<file path="src/rtl/fetch_exec_sequencer.sv">
// Control-step sequencer for the bus-based datapath: fetch, decode and execute of
// three-register ALU ops and MUL/DIV, with memory-ready timeout, NOP/HALT and fault handling.
module fetch_exec_sequencer #(
    parameter int unsigned           DATA_W      = 32,
    parameter int unsigned           OPCODE_W    = 5,
    parameter logic [OPCODE_W-1:0]   OP_ALU_MAX  = 5'h0C,
    parameter logic [OPCODE_W-1:0]   OP_MUL      = 5'h0F,
    parameter logic [OPCODE_W-1:0]   OP_DIV      = 5'h10,
    parameter logic [OPCODE_W-1:0]   OP_NOP      = 5'h1A,
    parameter logic [OPCODE_W-1:0]   OP_HALT     = 5'h1B,
    parameter int unsigned           MEM_TIMEOUT = 15
) (
    input  logic                Clock,
    input  logic                Clear,
    input  logic                Run,
    input  logic                MemReady,
    input  logic [DATA_W-1:0]   IR,
    output logic                PCout,
    output logic                MARin,
    output logic                IncPC,
    output logic                Zin,
    output logic                ZLOout,
    output logic                ZHIout,
    output logic                PCin,
    output logic                Read,
    output logic                MDRin,
    output logic                MDRout,
    output logic                IRin,
    output logic                Yin,
    output logic                HIin,
    output logic                LOin,
    output logic                Gra,
    output logic                Grb,
    output logic                Grc,
    output logic                Rin,
    output logic                Rout,
    output logic [OPCODE_W-1:0] alu_op,
    output logic [3:0]          step,
    output logic                Done,
    output logic                Halted,
    output logic                Fault,
    output logic [DATA_W-1:0]   instr_count
);

    typedef enum logic [3:0] {
        S_IDLE  = 4'd0,
        S_T0    = 4'd1,
        S_T1    = 4'd2,
        S_T2    = 4'd3,
        S_T3    = 4'd4,
        S_T4    = 4'd5,
        S_T5    = 4'd6,
        S_T6    = 4'd7,
        S_HALT  = 4'd8,
        S_FAULT = 4'd9
    } state_t;

    localparam logic [7:0] WAIT_LAST = 8'(MEM_TIMEOUT - 1);

    state_t              state_q, state_d;
    logic [7:0]          wait_q, wait_d;
    logic [DATA_W-1:0]   count_q;
    logic [OPCODE_W-1:0] opcode;
    logic                is_alu, is_muldiv;
    logic                unused_ir_bits;

    assign opcode         = IR[DATA_W-1 -: OPCODE_W];
    assign is_alu         = (opcode <= OP_ALU_MAX);
    assign is_muldiv      = (opcode == OP_MUL) || (opcode == OP_DIV);
    assign unused_ir_bits = ^IR[DATA_W-OPCODE_W-1:0];

    always_ff @(posedge Clock) begin
        if (Clear) begin
            state_q <= S_IDLE;
            wait_q  <= '0;
            count_q <= '0;
        end else begin
            state_q <= state_d;
            wait_q  <= wait_d;
            if (Done)
                count_q <= count_q + DATA_W'(1);
        end
    end

    always_comb begin
        state_d = state_q;
        wait_d  = wait_q;
        PCout = 1'b0; MARin = 1'b0; IncPC = 1'b0; Zin = 1'b0;
        ZLOout = 1'b0; ZHIout = 1'b0; PCin = 1'b0; Read = 1'b0;
        MDRin = 1'b0; MDRout = 1'b0; IRin = 1'b0; Yin = 1'b0;
        HIin = 1'b0; LOin = 1'b0;
        Gra = 1'b0; Grb = 1'b0; Grc = 1'b0; Rin = 1'b0; Rout = 1'b0;
        alu_op = '0;
        Done   = 1'b0;
        Halted = 1'b0;
        Fault  = 1'b0;

        unique case (state_q)
            S_IDLE: begin
                if (Run)
                    state_d = S_T0;
            end
            S_T0: begin
                PCout = 1'b1; MARin = 1'b1; IncPC = 1'b1; Zin = 1'b1;
                wait_d  = '0;
                state_d = S_T1;
            end
            S_T1: begin
                ZLOout = 1'b1; PCin = 1'b1; Read = 1'b1; MDRin = 1'b1;
                if (MemReady) begin
                    wait_d  = '0;
                    state_d = S_T2;
                end else if (wait_q == WAIT_LAST) begin
                    wait_d  = '0;
                    state_d = S_FAULT;
                end else begin
                    wait_d = wait_q + 8'd1;
                end
            end
            S_T2: begin
                MDRout = 1'b1; IRin = 1'b1;
                state_d = S_T3;
            end
            S_T3: begin
                if (is_alu || is_muldiv) begin
                    Grb = 1'b1; Rout = 1'b1; Yin = 1'b1;
                    state_d = S_T4;
                end else if (opcode == OP_NOP) begin
                    Done    = 1'b1;
                    state_d = Run ? S_T0 : S_IDLE;
                end else if (opcode == OP_HALT) begin
                    Done    = 1'b1;
                    state_d = S_HALT;
                end else begin
                    state_d = S_FAULT;
                end
            end
            S_T4: begin
                Grc = 1'b1; Rout = 1'b1; Zin = 1'b1;
                alu_op  = opcode;
                state_d = S_T5;
            end
            S_T5: begin
                ZLOout = 1'b1;
                if (is_muldiv) begin
                    LOin    = 1'b1;
                    state_d = S_T6;
                end else begin
                    Gra = 1'b1; Rin = 1'b1;
                    Done    = 1'b1;
                    state_d = Run ? S_T0 : S_IDLE;
                end
            end
            S_T6: begin
                ZHIout = 1'b1; HIin = 1'b1;
                Done    = 1'b1;
                state_d = Run ? S_T0 : S_IDLE;
            end
            S_HALT:  Halted = 1'b1;
            S_FAULT: Fault  = 1'b1;
            default: state_d = S_IDLE;
        endcase
    end

    // The retiring cycle already shows the incremented count; the register catches up at the edge.
    always_comb begin
        instr_count = count_q + (Done ? DATA_W'(1) : '0);
        step        = state_q;
    end

endmodule

</file>
<file path="config.mk">
export PLATFORM = sky130hd
export DESIGN_NAME = fetch_exec_sequencer
export DESIGN_NICKNAME = d
export VERILOG_FILES = /design/src/rtl/fetch_exec_sequencer.sv
export SDC_FILE = /design/constraint.sdc
export NUM_CORES = 1
export LEC_CHECK = 0
export CORE_ASPECT_RATIO = 0.6
export CORE_MARGIN = 2
export CORE_UTILIZATION = 42
export CTS_CLUSTER_SIZE = 20
export DETAILED_ROUTE_END_ITERATION = 8
export GPL_ROUTABILITY_DRIVEN = 0
export PLACE_DENSITY = 0.85
export SLEW_MARGIN = 40
export SYNTH_ARGS = -nofsm -noshare
export SYNTH_HDL_FRONTEND = slang
export SYNTH_SLANG_ARGS = --single-unit
</file>
<file path="constraint.sdc">
create_clock -name Clock -period 4.4 [get_ports Clock]
set_input_delay 0.88 -clock Clock [delete_from_list [all_inputs] [get_ports Clock]]
set_output_delay 0.88 -clock Clock [all_outputs]
set_load 0.02 [all_outputs]
</file>
==> flow_summary_export.csv, run 1 <==
group,metric,value,unit
power_and_ir_drop,cellPowerDensity,256,nW/um^2
clock_tree,clk_pin_slew,60,ps
setup_path,cp_common_cell,"buf_4",
global_route,grt_pass1_wl,14700,um
layout,final_cell_mix,"nor2_1, buf_4, dfxtp_1",
layout,insertedDiodeCount,0,
clock_tree,cts_tree,"done",
power_and_ir_drop,total_power,1.08,mW
yosys,yosys_warnings,0,
setup_path,cp.required,3520,ps
layout,area_growth,37.8,%
global_route,grt_pass1_vias,3081,
outcome,outcome,"finished, final reports clean",
route,dr_wl_met3,852,um
clock_tree,numCtsBuffers,5,
route,wl,9170,um
global_route,grt_overflow,0,
floorplanning,die_y,70.1,um
hold_path,hold_class,"reg2reg",
layout,layout_commonest_cell,"nor2_1",
route,dr_total_vias,3381,
global_route,grt_max_degree,38,
route,wl_per_cell,15.8,um
yosys,synth_simple_gate_area_share,33.4,%
timing,setup_viol,0,
yosys,synth_seq_cells,44,
route,routedLengthMet1,4080,um
yosys,synth.distinct_cells,53,
flow_run,drv_cap,0,
timing,hold_violations,0,
yosys,avgSynthCellArea,7.56,um^2
route,wl_met2,4090,um
clock_tree,htree_num_levels,2,
placement,port-buffer-count,71,
clock_tree,cts_buffer_depth,2,
placement,dp_hpwl,6650,um
yosys,ys.flop_type,"dfxtp_1",
hold_path,min_to,"wait_q[6]$_SDFFE_PP0P_",
yosys,synthMuxAreaShare,0.327,%
setup_path,worstSetupPathType,"in2out",
yosys,synth_xor_area_share,13.5,%
clock_tree,cts-root-buf,"clkbuf_16",
layout,drive_gt1_share,20.6,%
setup_path,r2r-start,"step[2]$_SDFFE_PP0P_",
placement,placedCellCount,570,
setup_path,cp-end-kind,"output port",
timing,post-route-period-util,96.5,%
global_route,antenna_found_initial,0,
setup_path,crit_path_max_incr_delay,590,ps
floorplanning,core,7150,um^2
layout,multi_input_area,2080,um^2
route,dr.pass1.iters,6,
timing,rsz0062_at_grt,"no",
route,drt-initial-drc-count,235,
power_and_ir_drop,leakage,1.62,nW
route,drc_errors,0,
layout,final_cells,581,
route,drtAntennaViolNets,0,
clock_tree,clk_latency,280,ps
yosys,synthArstFlopShare,0,%
timing,tightest_slew,675,ps
floorplanning,start_util,42.8,%
power_and_ir_drop,ir_drop,0.000169,V
timing,relSlewSlack,54.6,%
setup_path,worst_setup_path_start_kind,"input pin",
hold_path,whs_path_depth,2,
floorplanning,ioPinCount,99,
yosys,syn_nets,446,
setup_path,reg2reg_to,"count_q[24]$_SDFFE_PP0N_",
yosys,synth_edf_count,0,
setup_path,worstRegToRegCells,7,
global_route,gr-usage-all-layers,22.4,%
hold_path,hp-start,"wait_q[6]$_SDFFE_PP0P_",
yosys,synth_top_family_by_area,"simple AND/OR/NAND/NOR gates",
yosys,synth_compound_gate_area_share,15.0,%
setup_path,slowest_stage,"or4_4",
yosys,synth-adder-area-share,2.04,%
clock_tree,clkSinkCount,44,
setup_path,crit_chain,"clkbuf_2, and4_1, a22o_1, nor3_4, ha_2, nand3_2, or4_4, nor4_4, buf_4, buf_6, nand2_2, xnor2_2, buf_4",
route,highest-signal-layer,"met4",
layout,finalNetCount,531,
yosys,syn_area,3060,um^2
timing,finalCriticalPeriod,4250,ps
setup_path,crit_fanout,5,
timing,slew_viol_final,0,
layout,fillerInstances,629,
setup_path,arrival,3370,ps
layout,register_area,881,um^2
setup_path,worst-r2r-setup-slack,2090,ps
floorplanning,die_area,8010,um^2
floorplanning,rows,24,
timing,fin_skew,4.91,ps
floorplanning,die_width,114,um
timing,fmax,0.235,GHz
route,post_drt_via_cell_ratio,5.82,
yosys,synthCells,405,
yosys,synth_seq_area_share,28.8,%
## area by class of cell
cell class	instances	area share [%]
Multi-Input combinational cell	318	49.3
Timing Repair Buffer	111	21.9
Sequential cell	44	20.9
Clock buffer	5	2.97
Tap cell	91	2.70
Clock inverter	2	1.42
Inverter	10	0.890
## repair_timing
item,in CTS,in global routing
pin swaps,4,7
resized for setup,86,27
hold buffers,0,0
setup buffers,3,1
setup endpoints to repair,29,26
hold endpoints to repair,0,0
## worst max-delay path, delay by kind of cell
kind	cells	cell delay, ps
AOI/OAI and AO/OA	1	260
and+or+nand+nor	6	1270
xor gates and xnor gates	1	150
adders and majority gates	1	210
buffers and inverters	4	590
## registers in the layout (all words and copies together), names as in the netlist
name,flops
step,4
wait_q,8
count_q,32
## synth_stat cells, types with 10 or more instances
library cell	n	share of area, %
clkbuf_1	16	2.0
a21oi_1	27	4.4
nor3_1	12	2.0
dfxtp_1	44	29
or3_1	16	3.3
xnor2_1	23	6.6
nor2_1	48	5.9
nand2_1	30	3.7
nand3_1	12	2.0
nor4_1	10	2.0
nand4_1	23	4.7
xor2_1	24	6.9
inv_1	10	1.2
o21ai_0	20	3.3
## per-layer routing
layer,GRT usage [%],up-vias
met5,0,-
met4,5.01,0
met3,5.30,19
met2,35.3,155
met1,31.2,1596
li1,-,1611
## per-stage QoR
step | TNS (ps) | cell area, um^2 | utilization [%] | worst slack (ps) | hold slack (ps)
after floorplan | 0 | 3130 | - | 44.3 | 453
after global placement | -11660 | 4040 | 56.5 | -656 | 476
after detailed placement | -14210 | 4040 | 56.5 | -762 | 496
after CTS | 0 | 4210 | 58.9 | 2.11 | 511
after global routing | 0 | 4220 | 59.0 | 53.7 | 558
final | 0 | 4220 | 59.0 | 152 | 509
## kinds of logic (layout without fill, tap and decap cells)
logic type | after synthesis | after routing
AND/OR/NAND/NOR | 190 | 190
AO/OA/AOI/OAI | 75 | 75
XOR/XNOR | 47 | 47
flip-flops | 44 | 44
buffers and inverters | 43 | 128
adder cells (fa/ha/maj) | 5 | 5
multiplexers | 1 | 1
## worst max path at each step
stage               cells after the start  slack (ps)               to    from
global route                           13          50  instr_count[27]  IR[28]
global placement                       12        -660  instr_count[27]  IR[28]
finish                                 13         150  instr_count[27]  IR[28]
floorplan                              10          40  instr_count[20]  IR[30]
CTS                                    12           2  instr_count[21]  IR[30]
detailed placement                     12        -760  instr_count[31]  IR[28]
## power by group
group	leakage, nW	total (mW)	switching [mW]	internal, mW
registers	0.355	0.415	0.00937	0.406
logic	1.18	0.191	0.113	0.0779
clock network	0.0899	0.472	0.150	0.322
total	1.62	1.08	0.272	0.806
Power figures use the tool's default switching activity.
==> inputs of run 2 (changes only) <==
--- a/config.mk
+++ b/config.mk
@@ -6,13 +6,13 @@
 export NUM_CORES = 1
 export LEC_CHECK = 0
 export CORE_ASPECT_RATIO = 0.6
-export CORE_MARGIN = 2
 export CORE_UTILIZATION = 42
+export CTS_CLUSTER_DIAMETER = 150
 export CTS_CLUSTER_SIZE = 20
 export DETAILED_ROUTE_END_ITERATION = 8
 export GPL_ROUTABILITY_DRIVEN = 0
 export PLACE_DENSITY = 0.85
-export SLEW_MARGIN = 40
+export SLEW_MARGIN = 20
 export SYNTH_ARGS = -nofsm -noshare
 export SYNTH_HDL_FRONTEND = slang
 export SYNTH_SLANG_ARGS = --single-unit
==> flow_summary_export.csv, run 2 (synthesis gave the netlist of run 1 again) <==
group,metric,value,unit
outcome,outcome,"finished with violations",
outcome,violations,"DRC",
route,wl,9510,um
timing,fin_setup_tns,0,ps
setup_path,cp_top_family,"simple AND/OR/NAND/NOR gates",
clock_tree,clkSinkCount,44,
setup_path,cp.required,3520,ps
setup_path,cp-end-kind,"output port",
setup_path,worstSetupPathDepth,14,
setup_path,arrival,3470,ps
setup_path,slowest_stage,"or3_1",
timing,finalCriticalPeriod,4350,ps
timing,fmax,0.230,GHz
timing,setup_viol,0,
setup_path,crit_end,"instr_count[28]",
clock_tree,cts_buffer_depth,2,
placement,placedCellCount,565,
setup_path,crit_fanout,6,
setup_path,worstSetupStartpoint,"IR[31]",
layout,finalNetCount,532,
setup_path,r2r-start,"step[2]$_SDFFE_PP0P_",
setup_path,worstSetupPathType,"in2out",
layout,drive_gt1_share,19.9,%
flow_run,drv_cap,0,
floorplanning,die_area,7640,um^2
floorplanning,ioPinCount,99,
timing,post-route-period-util,98.9,%
clock_tree,cts-root-buf,"clkbuf_16",
global_route,grt_pass1_vias,3093,
timing,hold_violations,0,
layout,area_growth,38.1,%
layout,largest_reg_flops,32,
clock_tree,clk_latency,290,ps
layout,layout_commonest_cell,"nor2_1",
layout,final_cells,579,
global_route,grt_pass1_wl,14900,um
layout,fillerInstances,590,
setup_path,cp_common_cell,"buf_4",
setup_path,worst_setup_path_start_kind,"input pin",
placement,placed_cell_area,4030,um^2
global_route,grt_overflow,0,
route,drtAntennaViolNets,0,
floorplanning,die_y,68.1,um
layout,final_cell_mix,"nor2_1, buf_4, dfxtp_1, clkdlybuf4s50_1, nand2_1",
layout,fin_area,4230,um^2
power_and_ir_drop,cellPowerDensity,248,nW/um^2
clock_tree,numCtsBuffers,5,
setup_path,reg2reg_to,"count_q[30]$_SDFFE_PP0N_",
power_and_ir_drop,leakage,1.62,nW
setup_path,worstRegToRegCells,7,
route,drc_errors,7,
setup_path,crit_chain,"buf_4, nor3b_2, a22o_1, nor3_4, ha_2, buf_4, buf_4, ha_1, nand3_2, or3_1, buf_4, nor2_1, xor2_1, clkdlybuf4s15_2",
clock_tree,cts_tree,"done",
clock_tree,clk_pin_slew,60,ps
power_and_ir_drop,ir_drop,0.000229,V
setup_path,crit_path_max_incr_delay,420,ps
global_route,grt_max_degree,38,
hold_path,hold_class,"reg2reg",
route,wl_per_cell,16.4,um
floorplanning,start_util,44.7,%
route,post_drt_via_cell_ratio,5.80,
layout,regMostFlops,"count_q",
route,drt-initial-drc-count,337,
setup_path,cp_num_buf_inv,5,
global_route,antenna_found_initial,0,
route,dr.pass1.iters,7,
layout,insertedDiodeCount,0,
route,dr_total_vias,3358,
timing,relSlewSlack,36.0,%
setup_path,worst-r2r-setup-slack,2100,ps
floorplanning,rows,23,
global_route,gr-usage-all-layers,24.8,%
timing,tightest_slew,952,ps
floorplanning,die_width,112,um
timing,fin_skew,9.37,ps
timing,slew_viol_final,0,
placement,port-buffer-count,71,
clock_tree,htree_num_levels,2,
power_and_ir_drop,total_power,1.05,mW
placement,dp_hpwl,6790,um
floorplanning,core,6850,um^2
timing,holdWs,501,ps
[run 2: changes by cell type in the layout (fill, tap and decap cells not counted), sizes merged]
cell / delta
clkdlybuf4s15: +3
clkinvlp: +1
clkbuf: -7
clkdlybuf4s50: +2
inv: +1
buf: +3
bufinv: -1
[run 2: repair_timing]
action                     in CTS  in global routing
hold buffers                    0                  0
resized for setup             100                 10
setup endpoints to repair      29                 24
setup buffers                   5                  2
pin swaps                       8                  4
[run 2: final cells by class]
class / count / area, um^2 / share of cell area [%]
clock buffers: 5 / 125 / 2.96
multi-input cells: 318 / 2060 / 48.7
well taps: 87 / 109 / 2.58
repair buffers: 112 / 968 / 22.9
inverters: 10 / 37.5 / 0.888
clock inverters: 3 / 46.3 / 1.10
flip-flops and latches: 44 / 881 / 20.8
[run 2: worst min path at each step]
stage               cells after the start                   start  slack, ps                endpoint
global placement                        2  wait_q[6]$_SDFFE_PP0P_        480  wait_q[6]$_SDFFE_PP0P_
detailed placement                      2  wait_q[6]$_SDFFE_PP0P_        500  wait_q[6]$_SDFFE_PP0P_
global route                            2  wait_q[6]$_SDFFE_PP0P_        540  wait_q[6]$_SDFFE_PP0P_
CTS                                     2  wait_q[6]$_SDFFE_PP0P_        510  wait_q[6]$_SDFFE_PP0P_
finish                                  2  wait_q[6]$_SDFFE_PP0P_        500  wait_q[6]$_SDFFE_PP0P_
floorplan                               2  wait_q[6]$_SDFFE_PP0P_        450  wait_q[6]$_SDFFE_PP0P_
[run 2: power breakdown]
group	switching (mW)	total [mW]	internal, mW
clock network	0.168	0.438	0.270
logic	0.113	0.192	0.0798
registers	0.0104	0.416	0.406
[run 2: routing by layer]
metal  vias up  GRT usage [%]  wire (um)
met4         0           8.83        161
met3        18           5.23        706
met1      1570           32.5       4280
met2       145           41.3       4360
li1       1625              -          -
met5         -              0          0
[run 2: worst reg2reg max path, stage by stage (launching register included)]
cell and delay, ps:
dfxtp_1 340, buf_4 180, nor2b_1 220, buf_4 220
nand4_1 150, nor4_1 760, a31o_2 260, a21oi_1 50
[run 2: per-stage QoR]
step | utilization (%) | setup WS (ps)
2_1_floorplan | - | 44.3
3_3_place_gp | 58.8 | -658
3_5_place_dp | 58.8 | -718
4_1_cts | 61.3 | -4.69
5_1_grt | 61.7 | -23.6
6_report | 61.7 | 48.7
